===== config.mk =====
export PLATFORM = sky130hd
export DESIGN_NAME = p_s
export DESIGN_NICKNAME = d
export VERILOG_FILES = /design/src/rtl/p_s.sv
export SDC_FILE = /design/constraint.sdc
export NUM_CORES = 1
export LEC_CHECK = 0
export CAP_MARGIN = 20
export CORE_UTILIZATION = 40
export DETAILED_ROUTE_END_ITERATION = 7
export PLACE_DENSITY = 0.59
export SYNTH_ARGS = -nofsm -noshare
export SYNTH_HDL_FRONTEND = slang
export SYNTH_SLANG_ARGS = --single-unit

===== constraint.sdc =====
create_clock -name clk -period 22 [get_ports clk]
set_clock_uncertainty 0.1 [all_clocks]
set_input_delay 3.3 -clock clk [delete_from_list [all_inputs] [get_ports clk]]
set_output_delay 3.3 -clock clk [all_outputs]
set_load 0.02 [all_outputs]

===== src/rtl/p_s.sv =====
// p_s: parallel-to-serial stage.
// Takes the four 4-lane column words that follow each frame flag and un-transposes
// them into one half of a ping-pong frame buffer. Once a frame is complete it is
// replayed one sample per clock, in original sample order 0..15.
// The block also checks that frame flags arrive exactly FRAME_LEN cycles apart.
module p_s #(
  parameter int SAMPLE_W  = 34,
  parameter int FRAME_LEN = 16
) (
  input  logic                  clk,
  input  logic                  rst_n,
  input  logic                  s_p_flag_in,
  input  logic [4*SAMPLE_W-1:0] data_in_1,
  output logic [SAMPLE_W-1:0]   data_out_1,
  output logic                  valid_out,
  output logic                  sof_out,
  output logic                  sync_err
);

  localparam logic [4:0] FRAME_LEN_C = 5'(FRAME_LEN);
  localparam logic [4:0] GAP_MAX     = 5'd31;

  typedef enum logic {
    IDLE,
    CAP
  } cap_state_t;

  cap_state_t          state;
  logic [1:0]          word_idx;
  logic                wr_buf;
  logic                rd_buf;
  logic                rd_active;
  logic [3:0]          rd_idx;
  logic [4:0]          gap_cnt;
  logic                armed;
  logic                cap_done;
  logic                abort;
  logic                spacing_bad;

  logic [SAMPLE_W-1:0] frame_mem [2][16];

  // The last column word is being written this cycle, so the frame is complete.
  assign cap_done = (state == CAP) && (word_idx == 2'd3);

  // A flag that arrives while the first three words are still coming in throws away
  // the partial frame.
  assign abort = (state == CAP) && (word_idx != 2'd3) && s_p_flag_in;

  // The gap counter reads exactly FRAME_LEN when the next flag is on time.
  assign spacing_bad = armed && (gap_cnt != FRAME_LEN_C);

  // Capture FSM. It steps through the column words, picks the write half of the
  // ping-pong buffer and tracks the spacing between flags.
  always_ff @(posedge clk or negedge rst_n) begin
    if (!rst_n) begin
      state    <= IDLE;
      word_idx <= 2'd0;
      wr_buf   <= 1'b0;
      gap_cnt  <= 5'd0;
      armed    <= 1'b0;
      sync_err <= 1'b0;
    end else begin
      sync_err <= s_p_flag_in && (spacing_bad || abort);

      if (s_p_flag_in) begin
        gap_cnt <= 5'd1;
        armed   <= 1'b1;
      end else if (gap_cnt != GAP_MAX) begin
        gap_cnt <= gap_cnt + 5'd1;
      end

      case (state)
        IDLE: begin
          if (s_p_flag_in) begin
            state    <= CAP;
            word_idx <= 2'd0;
            wr_buf   <= ~rd_buf;
          end
        end
        CAP: begin
          if (abort) begin
            word_idx <= 2'd0;
          end else if (cap_done) begin
            if (s_p_flag_in) begin
              // The completed half becomes the read half, so the new capture
              // takes the other half.
              word_idx <= 2'd0;
              wr_buf   <= ~wr_buf;
            end else begin
              state <= IDLE;
            end
          end else begin
            word_idx <= word_idx + 2'd1;
          end
        end
        default: state <= IDLE;
      endcase
    end
  end

  // Frame storage is not reset. Column word k, lane j holds sample 4*j+k.
  always_ff @(posedge clk) begin
    if (state == CAP) begin
      for (int j = 0; j < 4; j++) begin
        frame_mem[wr_buf][{j[1:0], word_idx}] <= data_in_1[j*SAMPLE_W +: SAMPLE_W];
      end
    end
  end

  // Read side. A newly completed frame always takes over and starts at sample 0.
  // Otherwise the current frame is streamed to its end, and then the last sample is
  // held with valid low.
  always_ff @(posedge clk or negedge rst_n) begin
    if (!rst_n) begin
      data_out_1 <= '0;
      valid_out  <= 1'b0;
      sof_out    <= 1'b0;
      rd_buf     <= 1'b0;
      rd_active  <= 1'b0;
      rd_idx     <= 4'd0;
    end else if (cap_done) begin
      data_out_1 <= frame_mem[wr_buf][0];
      valid_out  <= 1'b1;
      sof_out    <= 1'b1;
      rd_buf     <= wr_buf;
      rd_active  <= 1'b1;
      rd_idx     <= 4'd1;
    end else if (rd_active) begin
      data_out_1 <= frame_mem[rd_buf][rd_idx];
      valid_out  <= 1'b1;
      sof_out    <= 1'b0;
      rd_idx     <= rd_idx + 4'd1;
      if (rd_idx == 4'd15) begin
        rd_active <= 1'b0;
      end
    end else begin
      valid_out <= 1'b0;
      sof_out   <= 1'b0;
    end
  end

endmodule

==> key figures, run 1 <==
Status
  – Status: finished clean

Clock network
  – Root buffer cell: clkbuf_16
  – CTS HTree Levels: 3
  – Num CTS Buffers: 117
  – Worst-Skew Late Latency: 680 ps
  – Post-CTS setup repair buffer count: 0
  – CTS tree: yes
  – Worst-path clk slew: 60 ps
  – Hold_buf cts: 0
  – PostCTS Resize Cnt: 0
  – CTS Buffer Depth: 3
  – CTS sink count: 1141

Placed design
  – Final Wtd Congestion: 0.749
  – Port Buf Inserts: 175
  – Dpl cells: 4866
  – DP HPWL: 74800 um
  – Setup WS pre-CTS: 17310 ps

STA
  – Max-slew violation count: 0
  – Min Tclk post-route: 5250 ps
  – RSZ-0062 raised after global routing: false
  – Peak Freq: 0.190 GHz
  – Final setup TNS: 0 ps
  – Final WS setup: 16750 ps
  – Endpoints failing setup: 0
  – Crit share post-route: 0.239
  – Relative slew slack: 0.203
  – Fin. Hold Viols: 0
  – Slew of the pin with the lowest slew margin: 1190 ps

Logic synthesis
  – EDFF count, synth: 1088
  – Synth top area cells: edfxtp_1 (68%), nand2_1 (8.2%), mux4_2 (7.9%)
  – Yosys top cell by area: edfxtp_1
  – Xor/xnor share of the synthesized area: 0.00127
  – Synth Area in Adders: 0.00207
  – Complex-gate fraction of the synthesized area: 0.0428
  – Synth Area in Simple Gates: 0.0929
  – Synth Warn #: 0
  – Synth Flop Type: edfxtp_1
  – Synth cell types: 45
  – Main combinational cell family by area after synthesis: multiplexers
  – FF+latch count, synth: 1141
  – Avg Inst Size Synth: 15.0 um2
  – Seq/Total Area, Yosys: 0.703
  – Synthesized area: 48400 um2
  – Mux cell area share after synthesis: 0.137
  – Post-synth top area share: 0.676
  – Syn nets: 3363
  – Mapped Cells: 3216
  – Ys async rst share: 0.0465

Detailed routing
  – Routed vias: 28600
  – Initial DRC count: 2641
  – Drt drc: 0
  – Remaining antenna violation count: 0
  – Vias per inst: 5.62
  – Final WL: 138000 um
  – DR pass1 iterations: 7
  – WL/cell: 27.1 um

Die
  – Row count: 127
  – Die height: 350 um
  – Chip Width: 350 um
  – I/O pin total: 176
  – Core Area: 120000 um2
  – Die area: 122000 um2
  – Starting Density: 0.403

Setup path
  – CP Max Fanout: 2
  – CP max-delay cell: clkdlybuf4s50_1
  – Crit path capture type: primary output
  – Delay-heaviest family, CP: buffers and inverters
  – CP arrival: 1850 ps
  – Critical Path Source Type: flop
  – Buf/Inv on CP: 1
  – WP data required: 18600 ps
  – Worst path cell trace: clkdlybuf4s50_1
  – CP max stage delay: 670 ps
  – Crit path kind: flop to primary output

GRT
  – Vias in the first global route: 28700
  – GRT overflow: 0
  – First-pass GRT wire length: 199000 um
  – Gr usage total: 0.226
  – Largest net degree at the start of global routing: 122
  – Initial antenna violation count: 9

Finish
  – Number of fillers in the final layout: 10500
  – Layout cells sized above 1: 0.134
  – Layout area overhead: 14.7%
  – Post-route insts no fill: 5085
  – Fin nets: 3522

Power and ir drop
  – Max VDD drop: 0.000143 V
  – Leakage: 19.2 nW
  – Pwr dens: 142 nW/um2

Min path
  – Hold Path Class: flop to flop

Flow run
  – Max Cap Viol: 0
-- cells by family (layout without fill, tap and decap cells) --
family	Yosys count	in the layout
other cells	0	2
fa+ha+maj	8	8
xor+xnor	7	7
compound gates	277	277
flops	1141	1141
simple gates	1141	1141
mux	447	447
buf+inv	195	450
-- worst paths after layout --
kind / cells after the start / endpoint / start / slack [ps]
worst min-delay path: 1 / armed$_DFFE_PN0P_ / armed$_DFFE_PN0P_ / 370
min in group asynchronous: 1 / data_out_1[30]$_DFFE_PN0P_ / rst_n / 2560
worst max register to register: 7 / data_out_1[13]$_DFFE_PN0P_ / rd_idx[1]$_DFFE_PN0P_ / 17300
max in group asynchronous: 2 / rd_buf$_DFFE_PN0P_ / rst_n / 18130
worst max-delay path: 1 / data_out_1[17] / data_out_1[17]$_DFFE_PN0P_ / 16750
worst min register to register: 1 / armed$_DFFE_PN0P_ / armed$_DFFE_PN0P_ / 370
-- metrics by stage --
stage               cell area (um2)   util  hold slack [ps]  total power, mW
floorplan                     48400      -              337             5.01
global placement              51700  0.431              352             5.94
detailed placement            51700  0.431              354             5.99
CTS                           55400  0.462              370             7.93
global route                  55500  0.462              406             8.23
finish                        55500  0.462              368             7.89
-- synth_stat cells, types with 30 or more instances --
master / number
edfxtp_1: 1088
nand2_1: 1059
mux2i_1: 248
mux4_2: 170
clkbuf_1: 111
a22oi_1: 68
a21oi_1: 64
dfrtp_1: 53
a211o_1: 33
nand3b_1: 33
o221ai_1: 33
buf_2: 30
-- registers in the layout, summed over array words and instances (netlist names) --
signal / flops
wr_buf: 1
state: 1
sof_out: 1
valid_out: 1
word_idx: 2
frame_mem: 1088
armed: 1
rd_buf: 1
rd_active: 1
gap_cnt: 5
rd_idx: 4
data_out_1: 34
sync_err: 1
-- final cells by class --
cell class | instances | area, um2 | share of cell area
Tap cell | 1612 | 2020 | 0.0364
Clock buffer | 154 | 3230 | 0.0582
Sequential cell | 1141 | 34000 | 0.613
Timing Repair Buffer | 229 | 2210 | 0.0399
Antenna cell | 2 | 5.00 | 0.0000902
Multi-Input combinational cell | 1880 | 13500 | 0.243
Clock inverter | 61 | 502 | 0.00904
Inverter | 6 | 25.0 | 0.000451
-- routing by layer --
metal | vias up | share of wire | global-route usage
li1 | 12400 | - | -
met1 | 14900 | 0.42 | 0.308
met2 | 1055 | 0.49 | 0.381
met3 | 194 | 0.065 | 0.0288
met4 | 4 | 0.023 | 0.0609
met5 | - | 0.00020 | 0
-- cell usage in the layout (no fill, tap or decap), types with 4 or more instances in the layout --
cell type and count:
edfxtp_1 1088, nand2_1 1052, mux2i_1 248, clkdlybuf4s50_1 174, mux4_2 170, clkbuf_16 121
a22oi_1 68, a21oi_1 64, buf_4 51, dfrtp_1 46, a211o_1 33, nand3b_1 33
o221ai_1 33, clkinv_1 30, mux2_2 27, clkbuf_1 25, o21ai_0 21, clkinv_2 20
a221oi_2 15, nor2_1 13, a221oi_1 10, o22ai_1 9, bufinv_16 9, a21boi_0 8
ha_1 8, clkbuf_8 8, nand2_2 6, and2_4 6, a2111oi_1 6, nor2b_1 5
o21ai_1 5, dfrtp_4 5, inv_1 4, xnor2_1 4, and3_4 4, nor2b_4 4
-- power breakdown --
group          switching [mW]  internal, mW  total [mW]
Clock                   0.817          1.13        1.95
Combinational            1.71         0.896        2.61
Sequential              0.217          3.12        3.34
Total                    2.74          5.14        7.89
Power figures use the tool's default switching activity.
==> inputs of run 2 (changes only) <==
==> constraint.sdc (replaced) <==
create_clock -name clk -period 4.96 [get_ports clk]
set_clock_uncertainty 0.1 [all_clocks]
set_input_delay 0.744 -clock clk [delete_from_list [all_inputs] [get_ports clk]]
set_output_delay 0.744 -clock clk [all_outputs]
set_load 0.02 [all_outputs]
==> run 2 against run 1 <==
Worst hold slack better by 1.5 ps. Die area unchanged. Clock-buffer cell count down 1. First-iteration DRC count up 8.2%. Combinational power rose to 4.5 times the previous value. Critical path depth up 4. Register-to-register slack worse by 16000 ps. Flip-flop and latch count unchanged. Design area up 0.36%. Power rose to 4.5 times the previous value. Via count down 0.35%. Critical endpoint is now data_out_1[13]$_DFFE_PN0P_. Largest power group unchanged.
==> key figures, run 2 (synthesized netlist as in run 1, its figures left out) <==
Finish
  – Multi-input logic area: 13500 um2 (unchanged)
  – Commonest non-fill, non-tap cell in the layout: edfxtp_1 (unchanged)
  – Layout cells sized above 1: 0.137 (was 0.134)
  – Max reg flops: 1088 (unchanged)
  – Most frequent cells in the layout: edfxtp_1 (1088), nand2_1 (1052), mux2i_1 (248) (unchanged)
  – Final core occ: 0.464 (was 0.462)
  – Fin nets: 3535 (was 3522)
  – Design area: 55700 um2 (was 55500 um2)
  – Register area: 34000 um2 (unchanged)
  – Number of fillers in the final layout: 10400 (was 10500)
  – Layout area overhead: 15.1% (was 14.7%)

STA
  – Max-slew violation count: 0 (unchanged)
  – RSZ-0062 raised after global routing: false (unchanged)
  – Fin. Hold Viols: 0 (unchanged)
  – Final setup TNS: 0 ps (unchanged)
  – Relative slew slack: 0.239 (was 0.203)
  – Peak Freq: 0.309 GHz
  – Crit share post-route: 0.653
  – Hold WS: 370 ps (was 368 ps)
  – Min Tclk post-route: 3240 ps
  – Slew of the pin with the lowest slew margin: 1140 ps (was 1190 ps)
  – Endpoints failing setup: 0 (unchanged)
  – Final WS setup: 1720 ps (was 16750 ps)

GRT
  – GRT overflow: 0 (unchanged)
  – Largest net degree at the start of global routing: 114 (was 122)
  – Vias in the first global route: 29100 (was 28700)
  – Gr usage total: 0.226 (about the same)
  – First-pass GRT wire length: 199000 um (about the same)
  – Initial antenna violation count: 10 (was 9)

Setup path
  – Worst path cell trace: buf_4 -> nand2b_1 -> o22ai_1 -> a2111oi_0 -> o221ai_1 (was clkdlybuf4s50_1)
  – CP max-delay cell: dfrtp_4 (was clkdlybuf4s50_1)
  – CP arrival: 3690 ps (was 1850 ps)
  – Buf/Inv on CP: 1 (unchanged)
  – Worst r2r path cells: 5 (was 7)
  – CP Max Fanout: 37 (was 2)
  – Delay-heaviest family, CP: flip-flops (was buffers and inverters)
  – CP max stage delay: 900 ps (was 670 ps)
  – WP data required: 5410 ps (was 18600 ps)
  – Reg2Reg Setup Slack: 1720 ps (was 17300 ps)
  – Crit path capture type: flop (was primary output)
  – Cell count along the critical path: 5 (was 1)
  – Crit path kind: flop to flop (was flop to primary output)
  – Critical Path Source Type: flop (unchanged)
  – Worst R2R Start: rd_idx[0]$_DFFE_PN0P_ (was rd_idx[1]$_DFFE_PN0P_)
  – Worst r2r dst: data_out_1[13]$_DFFE_PN0P_ (unchanged)

Power and ir drop
  – Leakage: 19.3 nW (was 19.2 nW)
  – Logic gate share of total power: 0.334 (was 0.330)
  – Power Internal: 22.9 mW (was 5.14 mW)
  – Switching power: 12.3 mW (was 2.74 mW)
  – Max VDD drop: 0.000619 V (was 0.000143 V)
  – Clock share of power: 0.243 (was 0.247)
  – Switching Share: 0.349 (was 0.348)
  – Pwr dens: 631 nW/um2 (was 142 nW/um2)
  – Register share of total power: 0.423 (about the same)

Placed design
  – DP HPWL: 77700 um (was 74800 um)
  – Port Buf Inserts: 175 (unchanged)
  – Setup WS pre-CTS: 1710 ps (was 17310 ps)
  – Dpl cell area: 52000 um2 (was 51700 um2)
  – Final Wtd Congestion: 0.762 (was 0.749)

Die
  – Die height: 350 um (unchanged)
  – I/O pin total: 176 (unchanged)
  – Chip Width: 350 um (unchanged)
  – Die area: 122000 um2 (unchanged)
  – Row count: 127 (unchanged)
  – Starting Density: 0.403 (unchanged)
  – Core Area: 120000 um2 (unchanged)

Clock network
  – CTS sink count: 1141 (unchanged)
  – CTS Buffer Depth: 3 (unchanged)
  – Worst-path clk slew: 60 ps (about the same)
  – CTS HTree Levels: 3 (unchanged)
  – Root buffer cell: clkbuf_16 (unchanged)
  – Post-CTS setup repair buffer count: 0 (unchanged)
  – CTS tree: yes (unchanged)
  – Num CTS Buffers: 116 (was 117)
  – Worst-Skew Late Latency: 700 ps (was 680 ps)
  – PostCTS Resize Cnt: 0 (unchanged)

Detailed routing
  – Initial DRC count: 2858 (was 2641)
  – WL/cell: 27.0 um (was 27.1 um)
  – DR pass1 iterations: 6 (was 7)
  – Final WL: 138000 um (about the same)
  – Routed vias: 28500 (was 28600)
  – Remaining antenna violation count: 0 (unchanged)
  – Drt drc: 0 (unchanged)
  – Vias per inst: 5.59 (was 5.62)

Flow run
  – Max Cap Viol: 0 (unchanged)

Min path
  – Hold Path Class: flop to flop (unchanged)
  – Hold depth: 1 (unchanged)
  – Min-delay src: armed$_DFFE_PN0P_ (unchanged)
  – Hold endpoint: armed$_DFFE_PN0P_ (unchanged)

Status
  – Status: finished clean (unchanged)
==> run 2: changes by cell type in the layout (fill, tap and decap cells not counted) <==
cell,delta
clkbuf_16,-2
buf_12,+13
clkbuf_1,+1
clkinvlp_4,+1
inv_8,-1
dlygate4sd3_1,+1
inv_6,+1
clkinv_1,-2
diode_2,-1
buf_16,-1
buf_4,+1
==> run 2: worst register-to-register path, stage by stage (launching register included) <==
cell and delay, ps:
dfrtp_4 900, buf_4 580, nand2b_1 690, o22ai_1 200
a2111oi_0 440, o221ai_1 190
==> run 2: timing repair <==
item | in CTS | in global routing
hold endpoints to repair | 21 | 0
endpoints found under the setup margin | 0 | 0
hold buffers | 1 | 0
==> run 2: worst max-delay path by stage <==
| stage | start | to | slack, ps |
|---|---|---|---|
| finish | rd_idx[0]$_DFFE_PN0P_ | data_out_1[13]$_DFFE_PN0P_ | 1720 |
| global route | rd_idx[0]$_DFFE_PN0P_ | data_out_1[9]$_DFFE_PN0P_ | 1590 |
| CTS | rd_idx[0]$_DFFE_PN0P_ | data_out_1[13]$_DFFE_PN0P_ | 1720 |
| detailed placement | rd_idx[0]$_DFFE_PN0P_ | data_out_1[13]$_DFFE_PN0P_ | 1710 |
| global placement | rd_idx[0]$_DFFE_PN0P_ | data_out_1[13]$_DFFE_PN0P_ | 1860 |
| floorplan | wr_buf$_DFFE_PN0P_ | frame_mem[1][100]$_DFFE_PP_ | 190 |
==> run 2: layout make-up <==
class	count	area share
Sequential cell	1141	0.611
Multi-Input combinational cell	1880	0.242
Clock buffer	153	0.0572
Timing Repair Buffer	243	0.0442
Tap cell	1612	0.0362
Clock inverter	60	0.00897
Inverter	6	0.000449
Antenna cell	1	0.0000449
==> run 2: metrics by stage <==
stage	cells	total power, mW
global placement	4881	26.6
finish	5096	35.1
floorplan	3216	22.2
detailed placement	4881	26.8
global route	5096	36.6
CTS	5095	35.3
==> run 2: per-layer routing <==
metal	wire, um	vias to the layer above	track usage
met1	56700	14600	0.307
met5	36	-	0
met4	3620	6	0.0661
met3	10200	222	0.0317
met2	67300	1205	0.379
li1	-	12500	-
==> run 2: power groups by stage <==
| stage | Sequential (mW) | Combinational, mW | Clock, mW |
|---|---|---|---|
| after floorplan | 14.8 | 7.34 | 0 |
| after global placement | 15.0 | 11.6 | 0 |
| after detailed placement | 15.0 | 11.7 | 0 |
| after CTS | 14.9 | 11.8 | 8.69 |
| after global routing | 15.0 | 12.5 | 9.04 |
| final | 14.8 | 11.7 | 8.54 |
==> inputs of run 3 (changes only) <==
==> constraint.sdc (replaced) <==
create_clock -name clk -period 3.1 [get_ports clk]
set_clock_uncertainty 0.1 [all_clocks]
set_input_delay 0.465 -clock clk [delete_from_list [all_inputs] [get_ports clk]]
set_output_delay 0.465 -clock clk [all_outputs]
set_load 0.02 [all_outputs]
==> run 3 against run 2 <==
Non-clock buffer count up 56. Clock power up 62%. Die area unchanged. Critical path type unchanged.
==> key figures, run 3 (synthesized netlist as in run 1, its figures left out) <==
Placed design
  – Dpl cells: 4937 (was 4881)
  – Dpl cell area: 52800 um2 (was 52000 um2)
  – Port Buf Inserts: 175 (unchanged)
  – Final Wtd Congestion: 0.765 (was 0.762)
  – DP HPWL: 82100 um (was 77700 um)

Die
  – I/O pin total: 176 (unchanged)
  – Starting Density: 0.403 (unchanged)
  – Row count: 127 (unchanged)
  – Chip Width: 350 um (unchanged)
  – Core Area: 120000 um2 (unchanged)
  – Die height: 350 um (unchanged)
  – Die area: 122000 um2 (unchanged)

Finish
  – Fin nets: 3593 (was 3535)
  – Most frequent cells in the layout: edfxtp_1 (1088), nand2_1 (1052), mux2i_1 (248) (unchanged)
  – Commonest non-fill, non-tap cell in the layout: edfxtp_1 (unchanged)
  – Design area: 56600 um2 (was 55700 um2)
  – Layout cells sized above 1: 0.152 (was 0.137)
  – Layout area overhead: 17.0% (was 15.1%)
  – Max reg flops: 1088 (unchanged)
  – Post-route insts no fill: 5163 (was 5096)

STA
  – Peak Freq: 0.374 GHz (was 0.309 GHz)
  – Relative slew slack: 0.198 (was 0.239)
  – Fin. Hold Viols: 0 (unchanged)
  – Slew of the pin with the lowest slew margin: 1200 ps (was 1140 ps)
  – Min Tclk post-route: 2680 ps (was 3240 ps)
  – Crit share post-route: 0.863 (was 0.653)
  – Hold WS: 278 ps (was 370 ps)
  – RSZ-0062 raised after global routing: false (unchanged)
  – Endpoints failing setup: 0 (unchanged)
  – Final setup TNS: 0 ps (unchanged)
  – Max-slew violation count: 0 (unchanged)

Clock network
  – Worst-path clk slew: 60 ps (about the same)
  – Worst-Skew Late Latency: 700 ps (about the same)
  – CTS Buffer Depth: 3 (unchanged)
  – CTS sink count: 1141 (unchanged)
  – Post-CTS setup repair buffer count: 0 (unchanged)
  – CTS tree: yes (unchanged)
  – CTS HTree Levels: 3 (unchanged)
  – Num CTS Buffers: 118 (was 116)
  – Root buffer cell: clkbuf_16 (unchanged)
  – PostCTS Resize Cnt: 0 (unchanged)

Power and ir drop
  – Max VDD drop: 0.000710 V (was 0.000619 V)
  – Switching power: 19.8 mW (was 12.3 mW)
  – Switching Share: 0.348 (was 0.349)
  – Power Internal: 37.2 mW (was 22.9 mW)
  – Pwr dens: 1010 nW/um2 (was 631 nW/um2)
  – Pwr Total: 57.1 mW (was 35.1 mW)
  – Register share of total power: 0.410 (was 0.423)
  – Leakage: 19.7 nW (was 19.3 nW)
  – Logic gate share of total power: 0.349 (was 0.334)
  – Clock share of power: 0.241 (was 0.243)

Setup path
  – CP arrival: 3130 ps (was 3690 ps)
  – Reg2Reg Setup Slack: 420 ps (was 1720 ps)
  – Critical Path Source Type: flop (unchanged)
  – WP data required: 3550 ps (was 5410 ps)
  – Worst r2r dst: data_out_1[26]$_DFFE_PN0P_ (was data_out_1[13]$_DFFE_PN0P_)
  – Worst r2r path cells: 6 (was 5)
  – Crit path capture type: flop (unchanged)
  – Worst R2R Start: rd_idx[0]$_DFFE_PN0P_ (unchanged)
  – CP Max Fanout: 44 (was 37)
  – Crit path kind: flop to flop (unchanged)

GRT
  – Vias in the first global route: 29200 (was 29100)
  – GRT overflow: 0 (unchanged)
  – Largest net degree at the start of global routing: 74 (was 114)
  – First-pass GRT wire length: 201000 um (was 199000 um)
  – Gr usage total: 0.228 (was 0.226)
  – Initial antenna violation count: 10 (unchanged)

Detailed routing
  – WL/cell: 26.9 um (was 27.0 um)
  – Drt drc: 0 (unchanged)
  – DR pass1 iterations: 5 (was 6)
  – Initial DRC count: 2786 (was 2858)
  – Routed vias: 28600 (was 28500)
  – Final WL: 139000 um (was 138000 um)
  – Vias per inst: 5.55 (was 5.59)
  – Remaining antenna violation count: 0 (unchanged)

Min path
  – Hold Path Class: primary input to asynchronous set/reset pin (was flop to flop)

Flow run
  – Max Cap Viol: 0 (unchanged)

Status
  – Status: finished clean (unchanged)
-- run 3: through the flow --
stage	setup WS (ps)	utilization
2_1_floorplan	-1460	-
3_3_place_gp	441	0.440
3_5_place_dp	430	0.440
4_1_cts	393	0.472
5_1_grt	231	0.472
6_report	423	0.472
-- run 3: area by class of cell --
cell class / instances / area [um2]
inverter: 6 / 25.0
fill: 10400 / 63400
sequential: 1141 / 34000
clock inverter: 47 / 370
tap: 1612 / 2020
multi-input combinational: 1880 / 13500
clock buffer: 177 / 3370
antenna: 1 / 2.50
timing repair buffer: 299 / 3320
-- run 3: power groups by stage --
stage | sequential (mW) | clock (mW) | combinational [mW]
2_1_floorplan | 23.3 | 0 | 11.5
3_3_place_gp | 23.6 | 0 | 19.8
3_5_place_dp | 23.8 | 0 | 20.0
4_1_cts | 23.5 | 13.9 | 20.0
5_1_grt | 23.7 | 14.5 | 21.3
6_report | 23.4 | 13.8 | 19.9
-- run 3: how the worst max path moves through the flow --
stage	start	endpoint	slack, ps	depth (start not counted)
after floorplan	state$_DFF_PN0_	frame_mem[0][102]$_DFFE_PP_	-1460	3
after global placement	rd_idx[0]$_DFFE_PN0P_	data_out_1[26]$_DFFE_PN0P_	440	6
after detailed placement	rd_idx[0]$_DFFE_PN0P_	data_out_1[26]$_DFFE_PN0P_	430	5
after CTS	rd_idx[0]$_DFFE_PN0P_	data_out_1[26]$_DFFE_PN0P_	390	5
after global routing	rd_idx[0]$_DFFE_PN0P_	data_out_1[26]$_DFFE_PN0P_	230	5
final	rd_idx[0]$_DFFE_PN0P_	data_out_1[26]$_DFFE_PN0P_	420	6
-- run 3: layer usage --
metal | vias up | share of wire | GRT usage
li1 | 12600 | - | -
met1 | 14700 | 0.41 | 0.307
met2 | 1098 | 0.49 | 0.384
met3 | 227 | 0.065 | 0.0312
met4 | 8 | 0.031 | 0.0699
met5 | - | 0.00037 | 0
-- run 3: timing repair --
action                                  CTS  global route
endpoints found under the setup margin    0             0
hold buffers                              1             0
endpoints found under the hold margin    27             0
-- run 3: critical path: stages, from the launching register on --
cell and delay (ps):
dfrtp_4 470, buf_4 620, mux4_2 400, nand2_1 80, a21boi_0 90, a2111oi_1 530, o221ai_1 210
